### config.mk
export PLATFORM = sky130hd
export DESIGN_NAME = serv_reset_ctrl_flat
export DESIGN_NICKNAME = d
export VERILOG_FILES = /design/src/rtl/serv_rst_pkg.sv /design/src/rtl/serv_reset_ctrl_if.sv /design/src/rtl/serv_rst_sync.sv /design/src/rtl/serv_reset_ctrl.sv /design/src/flat_wrapper.sv
export SDC_FILE = /design/constraint.sdc
export NUM_CORES = 1
export LEC_CHECK = 0
export BUFFER_PORTS_ARGS = -buffer_cell sky130_fd_sc_hd__buf_2
export CORE_UTILIZATION = 55
export DETAILED_ROUTE_END_ITERATION = 6
export GPL_TIMING_DRIVEN = 0
export PLACE_DENSITY = 0.75
export SLEW_MARGIN = 20
export SYNTH_ARGS = -nofsm -noshare
export SYNTH_HDL_FRONTEND = slang
export SYNTH_SLANG_ARGS = --single-unit
### constraint.sdc
create_clock -name i_clk -period 4.75 [get_ports i_clk]
set_input_delay 0.2375 -clock i_clk [delete_from_list [all_inputs] [get_ports i_clk]]
set_output_delay 0.2375 -clock i_clk [all_outputs]
set_load 0.02 [all_outputs]
### src/rtl/serv_rst_pkg.sv
// serv_rst_pkg: shared types and constants for the SERV reset sequencer.
//   state_t  - sequencer states HOLD -> LOCK -> PERIPH -> RUN
//   cause_t  - encoding of the reset-entry cause reported on o_cause
//   max3     - helper used to size the shared stage counter
package serv_rst_pkg;

    typedef enum logic [1:0] {
        HOLD,
        LOCK,
        PERIPH,
        RUN
    } state_t;

    typedef logic [1:0] cause_t;

    localparam cause_t CAUSE_POR       = 2'd0;
    localparam cause_t CAUSE_SOFT      = 2'd1;
    localparam cause_t CAUSE_LOCK_LOST = 2'd2;
    localparam cause_t CAUSE_WDT       = 2'd3;

    function automatic int unsigned max3(input int unsigned a,
                                         input int unsigned b,
                                         input int unsigned c);
        int unsigned m;
        m = (a > b) ? a : b;
        return (m > c) ? m : c;
    endfunction

endpackage

### src/rtl/serv_reset_ctrl_if.sv
// serv_reset_ctrl_if: signal bundle between the reset sequencer and its
// surroundings (PLL lock, soft reset and watchdog kick in; resets, ready
// and reset cause out).
//   master - environment side: drives the request inputs, observes outputs
//   slave  - sequencer side: observes the requests, drives the outputs
interface serv_reset_ctrl_if;
    import serv_rst_pkg::*;

    logic   i_pll_locked;
    logic   i_soft_rst;
    logic   i_wdt_kick;
    logic   o_rst_periph;
    logic   o_rst_core;
    logic   o_ready;
    cause_t o_cause;

    modport master (
        output i_pll_locked, i_soft_rst, i_wdt_kick,
        input  o_rst_periph, o_rst_core, o_ready, o_cause
    );

    modport slave (
        input  i_pll_locked, i_soft_rst, i_wdt_kick,
        output o_rst_periph, o_rst_core, o_ready, o_cause
    );

endinterface

### src/rtl/serv_rst_sync.sv
// serv_rst_sync: two-flop synchronizer bringing an asynchronous level into
// the i_clk domain. Both flops clear to 0 while i_rst_n is low.
//   i_clk   - destination clock
//   i_rst_n - asynchronous active-low clear
//   i_d     - asynchronous input level
//   o_q     - synchronized level (two-cycle latency)
module serv_rst_sync (
    input  logic i_clk,
    input  logic i_rst_n,
    input  logic i_d,
    output logic o_q
);

    logic meta;

    always_ff @(posedge i_clk or negedge i_rst_n) begin
        if (!i_rst_n) begin
            meta <= 1'b0;
            o_q  <= 1'b0;
        end else begin
            meta <= i_d;
            o_q  <= meta;
        end
    end

endmodule

### src/rtl/serv_reset_ctrl.sv
// serv_reset_ctrl: reset sequencer for the SERV clock/reset domain.
// After power-on it holds both resets, waits for a stable synchronized PLL
// lock, then releases the peripheral reset before the core reset. Lock loss,
// a soft-reset request in RUN or (optionally) a watchdog timeout re-enter
// HOLD and record the cause.
//   i_clk    - single clock, all outputs registered on its rising edge
//   i_rst_n  - asynchronous active-low reset
//   bus      - serv_reset_ctrl_if.slave: i_pll_locked, i_soft_rst,
//              i_wdt_kick in; o_rst_periph, o_rst_core, o_ready, o_cause out
// Build option: define SERV_RST_WDT_EN to include the RUN-state watchdog.
module serv_reset_ctrl
    import serv_rst_pkg::*;
#(
    parameter int unsigned HOLD_CYCLES  = 8,
    parameter int unsigned LOCK_CYCLES  = 16,
    parameter int unsigned STAGE_CYCLES = 4,
    parameter int unsigned WDT_CYCLES   = 1024
) (
    input logic              i_clk,
    input logic              i_rst_n,
    serv_reset_ctrl_if.slave bus
);

    localparam int unsigned CW = $clog2(max3(HOLD_CYCLES, LOCK_CYCLES, STAGE_CYCLES) + 1);

    localparam logic [CW-1:0] HOLD_LAST  = CW'(HOLD_CYCLES - 1);
    localparam logic [CW-1:0] LOCK_LAST  = CW'(LOCK_CYCLES - 1);
    localparam logic [CW-1:0] STAGE_LAST = CW'(STAGE_CYCLES - 1);

    state_t        state_q, state_d;
    logic [CW-1:0] cnt_q, cnt_d;
    cause_t        cause_q, cause_d;
    logic          periph_q, periph_d;
    logic          core_q, core_d;
    logic          ready_q, ready_d;
    logic          locked_s;
    logic          wdt_expire;
    logic          go_hold;

    serv_rst_sync u_sync (
        .i_clk   (i_clk),
        .i_rst_n (i_rst_n),
        .i_d     (bus.i_pll_locked),
        .o_q     (locked_s)
    );

`ifdef SERV_RST_WDT_EN
    localparam int unsigned WW = (WDT_CYCLES > 1) ? $clog2(WDT_CYCLES) : 1;
    localparam logic [WW-1:0] WDT_LAST = WW'(WDT_CYCLES - 1);

    logic [WW-1:0] wdt_q, wdt_d;

    // A kick on the terminal cycle cancels the timeout.
    assign wdt_expire = (state_q == RUN) && (wdt_q == WDT_LAST) && !bus.i_wdt_kick;

    always_comb begin
        wdt_d = '0;
        if (state_q == RUN && state_d == RUN)
            wdt_d = bus.i_wdt_kick ? '0 : wdt_q + WW'(1);
    end

    always_ff @(posedge i_clk or negedge i_rst_n) begin
        if (!i_rst_n)
            wdt_q <= '0;
        else
            wdt_q <= wdt_d;
    end
`else
    logic unused_wdt;

    assign wdt_expire = 1'b0;
    assign unused_wdt = bus.i_wdt_kick ^ (WDT_CYCLES == 0);
`endif

    always_comb begin
        state_d = state_q;
        cnt_d   = cnt_q;
        cause_d = cause_q;
        go_hold = 1'b0;

        unique case (state_q)
            HOLD: begin
                if (cnt_q == HOLD_LAST) begin
                    state_d = LOCK;
                    cnt_d   = '0;
                end else begin
                    cnt_d = cnt_q + CW'(1);
                end
            end
            LOCK: begin
                // Any low sample restarts the stability window.
                if (!locked_s) begin
                    cnt_d = '0;
                end else if (cnt_q == LOCK_LAST) begin
                    state_d = PERIPH;
                    cnt_d   = '0;
                end else begin
                    cnt_d = cnt_q + CW'(1);
                end
            end
            PERIPH: begin
                if (!locked_s) begin
                    go_hold = 1'b1;
                    cause_d = CAUSE_LOCK_LOST;
                end else if (cnt_q == STAGE_LAST) begin
                    state_d = RUN;
                    cnt_d   = '0;
                end else begin
                    cnt_d = cnt_q + CW'(1);
                end
            end
            RUN: begin
                // Priority: lock loss, then watchdog, then soft reset.
                if (!locked_s) begin
                    go_hold = 1'b1;
                    cause_d = CAUSE_LOCK_LOST;
                end else if (wdt_expire) begin
                    go_hold = 1'b1;
                    cause_d = CAUSE_WDT;
                end else if (bus.i_soft_rst) begin
                    go_hold = 1'b1;
                    cause_d = CAUSE_SOFT;
                end
            end
            default: begin
                state_d = HOLD;
                cnt_d   = '0;
            end
        endcase

        if (go_hold) begin
            state_d = HOLD;
            cnt_d   = '0;
        end

        // Outputs are decoded from the next state and registered, so the
        // ports only ever see flop outputs.
        periph_d = (state_d == HOLD) || (state_d == LOCK);
        core_d   = (state_d != RUN);
        ready_d  = (state_d == RUN);
    end

    always_ff @(posedge i_clk or negedge i_rst_n) begin
        if (!i_rst_n) begin
            state_q  <= HOLD;
            cnt_q    <= '0;
            cause_q  <= CAUSE_POR;
            periph_q <= 1'b1;
            core_q   <= 1'b1;
            ready_q  <= 1'b0;
        end else begin
            state_q  <= state_d;
            cnt_q    <= cnt_d;
            cause_q  <= cause_d;
            periph_q <= periph_d;
            core_q   <= core_d;
            ready_q  <= ready_d;
        end
    end

    assign bus.o_rst_periph = periph_q;
    assign bus.o_rst_core   = core_q;
    assign bus.o_ready      = ready_q;
    assign bus.o_cause      = cause_q;

endmodule
### src/flat_wrapper.sv
// flat-port wrapper written by rule: the top's interface ports become plain ports
module serv_reset_ctrl_flat import serv_rst_pkg::*;
#(
    parameter int unsigned HOLD_CYCLES  = 8,
    parameter int unsigned LOCK_CYCLES  = 16,
    parameter int unsigned STAGE_CYCLES = 4,
    parameter int unsigned WDT_CYCLES   = 1024
)
  (i_clk, i_rst_n, bus_i_pll_locked, bus_i_soft_rst, bus_i_wdt_kick, bus_o_rst_periph, bus_o_rst_core, bus_o_ready, bus_o_cause);
  serv_reset_ctrl_if bus_i ();
  input logic i_clk;
  input logic i_rst_n;
  input wire logic [$bits(bus_i.i_pll_locked)-1:0] bus_i_pll_locked;
  input wire logic [$bits(bus_i.i_soft_rst)-1:0] bus_i_soft_rst;
  input wire logic [$bits(bus_i.i_wdt_kick)-1:0] bus_i_wdt_kick;
  output wire logic [$bits(bus_i.o_rst_periph)-1:0] bus_o_rst_periph;
  output wire logic [$bits(bus_i.o_rst_core)-1:0] bus_o_rst_core;
  output wire logic [$bits(bus_i.o_ready)-1:0] bus_o_ready;
  output wire logic [$bits(bus_i.o_cause)-1:0] bus_o_cause;
  assign bus_i.i_pll_locked = bus_i_pll_locked;
  assign bus_i.i_soft_rst = bus_i_soft_rst;
  assign bus_i.i_wdt_kick = bus_i_wdt_kick;
  assign bus_o_rst_periph = bus_i.o_rst_periph;
  assign bus_o_rst_core = bus_i.o_rst_core;
  assign bus_o_ready = bus_i.o_ready;
  assign bus_o_cause = bus_i.o_cause;
  serv_reset_ctrl #(.HOLD_CYCLES(HOLD_CYCLES), .LOCK_CYCLES(LOCK_CYCLES), .STAGE_CYCLES(STAGE_CYCLES), .WDT_CYCLES(WDT_CYCLES)) u_core (.i_clk(i_clk), .i_rst_n(i_rst_n), .bus(bus_i));
endmodule
; Word level (Yosys, flattened, before mapping)
; Cells that the tools add are included.
[classes]
n_addsub = 1
n_eq_ne = 12
n_mux = 22
n_reduce_logical = 7
[ops]
columns = cell, n
row1 = two-way mux 5 bit, 6
row2 = two-way mux 2 bit, 9
row3 = one-hot mux 5 bit (3 select lines), 1
row4 = "== test 2 bit, second input constant", 3
row5 = one-hot mux 2 bit (3 select lines), 1
row6 = "adder 5 x 1 -> 5 bit, second input constant", 1
row7 = "== test 5 x 2 -> 1 bit, second input constant", 1
row8 = "== test 5 x 3 -> 1 bit, second input constant", 1
row9 = "== test 5 x 4 -> 1 bit, second input constant", 1
row10 = "== test 2 x 1 -> 1 bit, second input constant", 2
row11 = logical NOT 2 bit, 2
row12 = "!= test 2 bit, second input constant", 2
row13 = one-hot mux 2 bit (2 select lines), 1
row14 = nonzero test 4 bit, 1
row15 = two-way mux 1 bit, 3
row16 = "!= test 3 x 2 -> 1 bit, second input constant", 1
row17 = "!= test 3 bit, second input constant", 1
row18 = AND reduction 3 bit, 1
row19 = one-hot mux 1 bit (2 select lines), 1
row20 = AND reduction 2 bit, 1
row21 = nonzero test 2 bit, 1
row22 = logical OR 1 bit, 1
[totals]
register_bits = 14
in_bits = 5
output_inout_bits = 5
elab_cells = 50

; Depth between registers and ports, before layout
[logic_depth]
ltp_word = 7
mapped_depth = 8
mapped_depth_nobuf = 8

; Hierarchy
; A second synthesis with hierarchy kept.
[hier_totals]
cells_unflattened = 81
area_unflattened_um2 = 855.8
[by_module_without_submodules]
columns = module, n_inst, cells_each, area_per_inst_um2, seq_area_each_um2
row1 = serv_reset_ctrl, 1, 79, 805.8, 302.8
row2 = serv_rst_sync, 1, 2, 50.0, 50.0

; Least setup slack after synthesis
; No wires, ideal clock.
[synth_path]
path_type = reg-to-reg
from = register u_core.state_q[1]
to = register u_core.cnt_q[3]
setup_time_ns = 0.126
t_arrival_ns = 1.871
t_required_ns = 4.624
path_slack_ns = 2.753
stages_incl_launch_ff = 7
path_buffers = 1
period_less_slack_ns = 1.997
path_cell_list = dfrtp_1 > ha_1 > or2_1 > buf_2 > a311oi_4 > nor4b_1 > a311o_1
[synth_via]
elab_chain_len = 4
elab_cells_between_ends = 10
classes_between = eq/ne: 4 / mux: 3 / reduce/logical: 3
[synth_rtl]
columns = element, line
row1 = "start, declared", serv_reset_ctrl.sv:30  ; state_t state_q, state_d;
row2 = "start signal, assigned", serv_reset_ctrl.sv:152  ; state_q <= state_d;
row3 = == test 2 bit, serv_reset_ctrl.sv:81  ; unique case (state_q)
row4 = one-hot mux 1 bit (2 select lines), serv_reset_ctrl.sv:81
row5 = != test 3 x 2 -> 1 bit (no line) or nonzero test 4 bit (tied branches), -
row6 = AND reduction 2 bit (no line), -
row7 = "end signal, assigned", serv_reset_ctrl.sv:153  ; cnt_q <= cnt_d;
row8 = "end, declared", serv_reset_ctrl.sv:31  ; logic [CW-1:0] cnt_q, cnt_d;
; Parallel ways exist; a longest one is shown, timed or not.
; A chain may end at the register's enable or synchronous reset.

; Worst setup path in the final report
; Ends and elaborated chain as after synthesis.

==> impl_metrics.yaml <==
floorplan:
  start_util: 0.623
  die_y_um: 41.3
  die_w_um: 41.3
  dieArea_um2: 1710
  num_rows: 13
  coreArea_um2: 1370
  ios: 10
sta:
  worstMarginPinSlew_ns: 0.389
  fin_crit_ns: 2.23
  slew_violations: 0
  hold_viol_final: 0
  clock_skew_ns: 0.00845
  rsz0062_at_grt: "false"
  setup_violations: 0
  fmax_mhz: 449
  min_period_over_period: 0.469
  tns_ns: 0
  maxSlewHeadroom: 0.741
setup_path:
  cp_max_fo: 8
  reg2reg_from: "u_core.state_q[1]"
  cp.required_ns: 4.91
  cp.arrival_ns: 2.39
  r2r_cells: 6
  critical_path.cell_chain: "ha_1 > or2_1 > buf_2 > a311oi_4 > nor4b_1 > a311o_1"
  ff2ff_setup_slack_ns: 2.52
  critPathKind: "reg -> reg"
  reg2reg_to: "u_core.cnt_q[3]"
  slowest_stage: "dfrtp_1"
  critPathCaptureType: "flip-flop"
  crit_family: "compound AO/OA/AOI/OAI gates"
  cp-start-kind: "flip-flop"
  max_stage_delay_ns: 0.50
  cp_num_buf_inv: 1
place:
  place.port_buffers: 8
  gp_routability_congestion: 0.722
  dpl.hpwl_um: 1190
synthesis:
  synth.avg_cell_area_um2: 10.0
  synth_seq_area_share: 0.415
  synth_nets: 97
  synth_edf_count: 0
  synthTopCellsByArea: "dfrtp_1 (35%), ha_1 (10%), dfstp_2 (6.2%)"
  yosysWarnings: 0
  synthMostInstantiatedCell: "dfrtp_1"
  syn-cell-area_um2: 851
  synth_commonest_cells: "dfrtp_1 (12), nand2_1 (10), inv_1 (8), ha_1 (7), nor2_1 (6)"
  synth_async_sr_flop_share: 1.00
  netlist_instances: 85
  synth_cell_types: 33
  ys_seq_elements: 14
  yosys.area.top_type: "dfrtp_1"
  synth_top_area_frac: 0.353
  ys.flop_type: "dfrtp_1"
clock_network:
  cts_sinks: 14
  post_cts_resized: 0
  root_buffer: "clkbuf_4"
  htreeDepth: 1
  clock_path_buffers: 2
  cts_tree: "yes"
  cts_setup_buffers: 0
  path_clk_slew_ns: 0.08
  cts_buffers: 3
  clock_latency_ns: 0.27
  cts_hold_buf: 1
detailed_routing:
  vias: 651
  antenna_left: 0
  wl_per_cell_um: 13.8
  drt_pass1_iterations: 4
  viasPerCell: 5.76
  drtIter0Drc: 3
  routed_wl_um: 1560
  drc: 0
min_path:
  min_path_type: "in -> reg"
  hold-path-endpoint: "u_core.u_sync.meta"
  min_path_cells: 1
  hold_start: "bus_i_pll_locked"
final_layout:
  area_delta_synth_final_pct: 11.2
  fin_util: 0.692
  diodes: 0
  final_nets: 111
  drive_gt1_frac: 0.194
grt:
  grt_usage: 0.223
  grt_pass1_vias: 581
  grt_max_degree: 15
  antenna_found_initial: 0
  grt_overflow: 0
  grt_pass1_wl_um: 2370
pwr:
  p_per_area_nw_per_um2: 490
  irDropWorstVdd_v: 0.000314
  leakagePower_nw: 0.433
outcome:
  status: "finished, final reports clean"
run:
  cap_violations: 0
[metal layers]
| metal | vias up | share of wire | track usage |
|---|---|---|---|
| met5 | - | 0 | 0 |
| met4 | 0 | 0.0090 | 0.121 |
| met3 | 2 | 0.013 | 0.0319 |
| met2 | 4 | 0.46 | 0.359 |
| met1 | 312 | 0.52 | 0.289 |
| li1 | 333 | - | - |
[final cells by class]
| class | instances | area, um2 |
|---|---|---|
| Tap cell | 15 | 18.8 |
| Buffer | 2 | 10.0 |
| Sequential cell | 14 | 353 |
| Inverter | 8 | 30.0 |
| Fill cell | 109 | 420 |
| Multi-Input combinational cell | 61 | 458 |
| Timing Repair Buffer | 9 | 50.0 |
| Clock buffer | 4 | 26.3 |
[power by group]
group / leakage (nW) / internal (mW) / switching [mW]
Clock: 0.0150 / 0.0325 / 0.0346
Combinational: 0.246 / 0.0917 / 0.122
Sequential: 0.172 / 0.153 / 0.0300
[metrics by stage]
stage	area [um2]	std cells	setup WS (ns)	hold WS, ns	total power [mW]
after floorplan	851	85	2.75	-0.0581	0.346
after global placement	910	108	2.56	0.140	0.389
after detailed placement	910	108	2.54	0.143	0.396
after CTS	946	113	2.54	0.0503	0.467
after global routing	946	113	2.41	0.0498	0.499
final	946	113	2.52	0.0626	0.463
[kinds of logic (layout without fill, tap and decap cells)]
kind of cell,after synthesis,after routing,synth area share
AND/OR/NAND/NOR,30,30,0.191
AO/OA/AOI/OAI,24,24,0.244
flip-flops,14,14,0.415
buffers and inverters,10,23,0.0471
adder cells (fa/ha/maj),7,7,0.103
[registers in the layout, summed over array words and instances (netlist names)]
signal,count
u_core.u_sync.o_q,1
u_core.bus.o_rst_periph,1
u_core.u_sync.meta,1
u_core.state_q,2
u_core.bus.o_cause,2
u_core.bus.o_ready,1
u_core.bus.o_rst_core,1
u_core.cnt_q,5
[worst max path at each step]
stage	from	to	cells after the start
after CTS	u_core.state_q[1]	u_core.cnt_q[3]	6
after global routing	u_core.state_q[1]	u_core.cnt_q[3]	6
after floorplan	u_core.state_q[1]	u_core.cnt_q[3]	6
after detailed placement	u_core.state_q[1]	u_core.cnt_q[3]	6
final	u_core.state_q[1]	u_core.cnt_q[3]	6
after global placement	u_core.state_q[1]	u_core.cnt_q[3]	6
[cells in the final DEF (no fill, tap or decap)]
| master | Yosys | layout |
|---|---|---|
| or2b_1 | 1 | 1 |
| inv_1 | 8 | 8 |
| a21bo_2 | 1 | 1 |
| a21oi_1 | 3 | 3 |
| a32oi_1 | 1 | 1 |
| nand3_1 | 3 | 3 |
| a311o_1 | 1 | 1 |
| nand2_1 | 10 | 10 |
| nor2b_1 | 1 | 1 |
| nor2_1 | 6 | 6 |
| nand4bb_1 | 1 | 1 |
| or4b_4 | 1 | 1 |
| or2_1 | 1 | 1 |
| dfstp_2 | 2 | 2 |
| a221o_1 | 1 | 1 |
| o2bb2ai_1 | 2 | 2 |
| and3b_1 | 1 | 1 |
| nor4b_1 | 1 | 1 |
| and2_1 | 3 | 3 |
| a21o_1 | 1 | 1 |
| buf_2 | 2 | 10 |
| o21ai_0 | 2 | 2 |
| a211oi_4 | 1 | 1 |
| ha_1 | 7 | 7 |
| dlygate4sd3_1 | 0 | 1 |
| dfrtp_1 | 12 | 12 |
| a211oi_1 | 1 | 1 |
| clkbuf_1 | 0 | 1 |
| o22a_1 | 1 | 1 |
| a22o_1 | 1 | 1 |
| nor4_1 | 1 | 1 |
| a311oi_4 | 1 | 1 |
| o22ai_1 | 2 | 2 |
| a32o_1 | 2 | 2 |
| o21ai_1 | 3 | 3 |
| clkbuf_4 | 0 | 3 |
(Power assumes the default switching activity.)
